--- src/rtl/async_fifo.sv ---
// -----------------------------------------------------------------------------
// async_fifo
// Single-clock first-word-fall-through FIFO between a producer and a consumer.
// Depth is 2**ADDR_WIDTH words. Full and empty come from (ADDR_WIDTH+1)-bit
// pointers whose MSB is a wrap bit. Both flags are combinational from the
// registered pointers, so they update on the same edge as the pointers.
//
// Parameters
//   DATA_WIDTH : width of each stored word (default 16)
//   ADDR_WIDTH : log2 of depth, legal range 2..12 (default 4 -> depth 16)
//
// Ports
//   clk      in   rising-edge clock
//   rst      in   asynchronous active-high reset; clears the pointers and flags
//   wr_data  in   word to enqueue
//   wr_en    in   write request; dropped while full
//   full     out  1 = no free slot
//   rd_data  out  head-of-queue word; 0 while empty
//   rd_en    in   pop request; ignored while empty
//   empty    out  1 = no stored word
//   level    out  occupancy 0..2**ADDR_WIDTH (only with ASYNC_FIFO_LEVEL_EN)
//
// Configuration
//   `define ASYNC_FIFO_LEVEL_EN adds the level output port and its logic.
// -----------------------------------------------------------------------------
module async_fifo #(
  parameter int DATA_WIDTH = 16,
  parameter int ADDR_WIDTH = 4
) (
  input  logic                  clk,
  input  logic                  rst,
  input  logic [DATA_WIDTH-1:0] wr_data,
  input  logic                  wr_en,
  output logic                  full,
  output logic [DATA_WIDTH-1:0] rd_data,
  input  logic                  rd_en,
  output logic                  empty
`ifdef ASYNC_FIFO_LEVEL_EN
  ,
  output logic [ADDR_WIDTH:0]   level
`endif
);

  localparam int                DEPTH   = 1 << ADDR_WIDTH;
  localparam logic [ADDR_WIDTH:0] PTR_ONE = {{ADDR_WIDTH{1'b0}}, 1'b1};

  logic [ADDR_WIDTH:0]   wr_ptr_q, wr_ptr_d;
  logic [ADDR_WIDTH:0]   rd_ptr_q, rd_ptr_d;
  logic [DATA_WIDTH-1:0] mem_q [DEPTH];
  logic                  wr_fire;
  logic                  rd_fire;

  // Flags and accept decisions. Same low bits with the same wrap bit means
  // empty. Same low bits with different wrap bits means the writer is a full
  // lap ahead.
  always_comb begin
    // NOTE: every combinational output gets a default first, so no path can
    // leave a signal unassigned and infer a latch.
    empty    = 1'b0;
    full     = 1'b0;
    wr_fire  = 1'b0;
    rd_fire  = 1'b0;
    wr_ptr_d = wr_ptr_q;
    rd_ptr_d = rd_ptr_q;

    empty = (wr_ptr_q == rd_ptr_q);
    full  = (wr_ptr_q[ADDR_WIDTH] != rd_ptr_q[ADDR_WIDTH]) &&
            (wr_ptr_q[ADDR_WIDTH-1:0] == rd_ptr_q[ADDR_WIDTH-1:0]);

    // Each side is gated only by its own flag. A simultaneous read at full
    // or write at empty therefore takes effect one cycle later, once the
    // flag clears.
    wr_fire = wr_en && !full;
    rd_fire = rd_en && !empty;

    // The pointers roll over naturally at 2**(ADDR_WIDTH+1).
    if (wr_fire) wr_ptr_d = wr_ptr_q + PTR_ONE;
    if (rd_fire) rd_ptr_d = rd_ptr_q + PTR_ONE;
  end

  // Pointer registers
  always_ff @(posedge clk or posedge rst) begin
    if (rst) begin
      // NOTE: sequential state uses non-blocking assignments, so every
      // register samples its pre-edge value regardless of statement order.
      wr_ptr_q <= '0;
      rd_ptr_q <= '0;
    end else begin
      wr_ptr_q <= wr_ptr_d;
      rd_ptr_q <= rd_ptr_d;
    end
  end

  // Storage
  // NOTE: the memory is deliberately left out of the reset. Clearing the
  // pointers already discards the contents, and leaving the array unreset
  // lets it map onto RAM.
  always_ff @(posedge clk) begin
    if (wr_fire) begin
      mem_q[wr_ptr_q[ADDR_WIDTH-1:0]] <= wr_data;
    end
  end

  // First-word-fall-through read port. The output is forced to zero while
  // empty, so stale words never leak out after a drain or a reset.
  always_comb begin
    rd_data = '0;
    if (!empty) begin
      rd_data = mem_q[rd_ptr_q[ADDR_WIDTH-1:0]];
    end
  end

`ifdef ASYNC_FIFO_LEVEL_EN
  // Modular difference of the wrap-bit pointers gives the occupancy
  // 0..DEPTH directly. It changes on the same edges as the pointers.
  assign level = wr_ptr_q - rd_ptr_q;
`endif

endmodule

--- config.mk ---
export PLATFORM = sky130hd
export DESIGN_NAME = async_fifo
export DESIGN_NICKNAME = d
export VERILOG_FILES = /design/src/rtl/async_fifo.sv
export SDC_FILE = /design/constraint.sdc
export NUM_CORES = 1
export LEC_CHECK = 0
export CELL_PAD_IN_SITES_DETAIL_PLACEMENT = 0
export CELL_PAD_IN_SITES_GLOBAL_PLACEMENT = 1
export CORE_MARGIN = 8
export CORE_UTILIZATION = 30
export CTS_BUF_LIST = sky130_fd_sc_hd__clkbuf_8
export CTS_CLUSTER_DIAMETER = 200
export DETAILED_ROUTE_END_ITERATION = 10
export PLACE_DENSITY = 0.51
export SYNTH_ARGS = -nofsm -noshare
export SYNTH_HDL_FRONTEND = slang
export SYNTH_SLANG_ARGS = --single-unit
--- constraint.sdc ---
create_clock -name clk -period 3.6 [get_ports clk]
set_clock_uncertainty 0.2 [all_clocks]
set_input_delay 0.72 -clock clk [delete_from_list [all_inputs] [get_ports clk]]
set_output_delay 0.72 -clock clk [all_outputs]
set_load 0.05 [all_outputs]
==> reports/metrics.cfg <==
[grt]
track_usage_pct = 11.66
globalRouteOverflowTotal = 0
grt_max_degree = 68
grt_pass1_wl_um = 35320
antenna_found_initial = 0
grt_pass1_vias = 5405

[clock_tree]
cts-root-buf = clkbuf_8
htreeDepth = 2
cts_hold_buf = 0
cts_buffers = 43
postCtsSetupRepairBufs = 0
cts_tree = yes
cts_buffer_depth = 3
path_clk_slew_ps = 60
clock_latency_ps = 530
cts_sinks = 266

[drt]
wire_per_inst_um = 23.33
drt-pass1-iter-count = 4
drt_iter0_drc = 291
drc = 0
postRouteAntennaNets = 0
vias_per_cell = 4.794
finalWirelength_um = 24010
vias = 4933

[timing]
fmax_mhz = 289.3
hold_viol = 0
post-route-period-util_pct = 96.03
finalCriticalPeriod_ps = 3457
setup_viol = 0
finalSetupTns_ps = 0
tightest_slew_ps = 604.4
maxSlewViolCount = 0
rsz0062_at_grt = false
relSlewSlack_pct = 59.58

[setup_path]
cp_max_fo = 20
r2r_cells = 5
start_kind = flip-flop
crit_type = reg2out
rr_startpoint = rd_ptr_q[0]$_DFFE_PP0P_
cp-end-kind = primary output
arrival_ps = 2540
crit_buf_inv = 2
path_delay_family = multiplexers
crit_chain = buf_4 > mux4_1 > a22oi_1 > a21oi_1 > buf_4
slowest_stage = mux4_1
rr_endpoint = mem_q[1][14]$_DFFE_PP_
cpMostUsedCell = buf_4
r2r_slack_ps = 1030
required_ps = 2680
crit_end = rd_data[4]
cpPeakStageDelay_ps = 610
crit_start = rd_ptr_q[0]$_DFFE_PP0P_
cp_num_cells = 5

[floorplan]
io_pins = 38
dieHeight_um = 202.2
core_area_um2 = 34370
die_width_um = 202.2
dieArea_um2 = 40900
initial_utilization_pct = 30.27
row_count = 68

[yosys]
synth_top_area_share_pct = 73.89
synthArstFlopShare_pct = 3.759
syn_avg_cell_area_um2 = 22.37
syn-instance-count = 465
yosys.cell_count.top_type = edfxtp_1
synthTopCellsByArea = edfxtp_1 (74%), mux4_2 (9.5%), mux4_1 (5.1%), dfrtp_1 (2.4%), a22oi_1 (2.3%)
ys_types = 31
synthFlopType = edfxtp_1
synth_seq_cells = 266
yosysSeqAreaShare_pct = 76.30
syn_nets = 490
syn_area_um2 = 10400
ys_top_cells_by_count = edfxtp_1 (256), mux4_2 (44), a22oi_1 (32), mux4_1 (20), a21oi_1 (16)
yosys_warnings = 0
synth.largest_area_cell = edfxtp_1
synth_edf_count = 256

[layout]
drive_gt1_share_pct = 26.31
num_antenna_cells = 0
final_nets = 574
area_growth_pct = 16.75

[power_and_ir_drop]
power_density_nw_per_um2 = 820.6
ir_drop_v = 0.0004169
p_leak_nw = 3.981
power_mw = 9.967

[placed_design]
dp_hpwl_um = 13070
io_buffers = 37
gp_congestion = 0.6968

[outcome]
status = complete, no violations

[min_path]
worst_hold_path_type = in2async

[job]
drv_cap = 0

-- per-stage QoR --
stage	instance area, um^2	instances	util, %	hold slack (ps)	worst slack [ps]
after floorplan	10400	465	-	302.2	709.1
after global placement	11400	959	33.16	324.0	623.7
after detailed placement	11400	959	33.16	327.1	655.0
after CTS	12140	1029	35.33	274.0	55.06
after global routing	12150	1029	35.34	318.1	7.774
final	12150	1029	35.34	276.4	143.1
-- state kept, by name (all words and copies together), names as in the netlist --
register  count
mem_q       256
rd_ptr_q      5
wr_ptr_q      5
-- cell families after synthesis --
kind of cell | share of synthesized area (%)
DFF | 76.30
adders and majority gates | 0.6013
buffers and inverters | 1.816
and+or+nand+nor | 1.684
AOI/OAI and AO/OA | 3.632
muxes | 14.79
xor gates and xnor gates | 1.179
-- worst min path at each step --
stage                                        from                       to  slack (ps)  depth (start not counted)
after floorplan           wr_ptr_q[4]$_DFFE_PP0P_  wr_ptr_q[4]$_DFFE_PP0P_         300                          1
after global placement    wr_ptr_q[4]$_DFFE_PP0P_  wr_ptr_q[4]$_DFFE_PP0P_         320                          1
after detailed placement  wr_ptr_q[4]$_DFFE_PP0P_  wr_ptr_q[4]$_DFFE_PP0P_         330                          1
after CTS                                     rst  rd_ptr_q[0]$_DFFE_PP0P_         270                          2
after global routing                          rst  rd_ptr_q[0]$_DFFE_PP0P_         320                          2
final                                         rst  rd_ptr_q[0]$_DFFE_PP0P_         280                          2
-- cell usage in the layout, fill, tap and decap left out, drive strengths merged, types with 13 or more instances in the layout --
master	instances
a21oi	16
a22oi	32
and3	13
buf	45
clkbuf	44
clkdlybuf4s50	19
edfxtp	256
inv	16
mux4	64
xnor2	13
-- cell type report --
class,instances,area (um^2)
Sequential cell,266,7943
Timing Repair Buffer,65,578.1
Clock buffer,44,605.6
Tap cell,455,569.3
Fill cell,3253,22230
Clock inverter,26,141.4
Inverter,4,15.01
Multi-Input combinational cell,169,2295
-- where the power goes --
part / switching [mW] / total, mW / internal [mW]
clock network: 1.13 / 2.33 / 1.20
logic: 2.30 / 3.72 / 1.42
registers: 0.159 / 3.92 / 3.76
-- repair_timing --
action,CTS,global route
hold endpoints to repair,0,0
endpoints found under the setup margin,0,1
resized for setup,0,1
-- worst reg2reg max path, delay by kind of cell, from the launching register on --
kind                   cells  cell delay (ps)
XOR/XNOR                   1              160
buffers and inverters      1              340
flip-flops                 1              530
AO/OA/AOI/OAI              1              390
AND/OR/NAND/NOR            2              620
-- per-layer routing --
layer | GRT usage [%] | share of wire, %
met1 | 15.32 | 46
met2 | 19.40 | 49
met3 | 2.209 | 3.6
met4 | 3.522 | 1.8
met5 | 0 | 0
(Power assumes the default switching activity.)
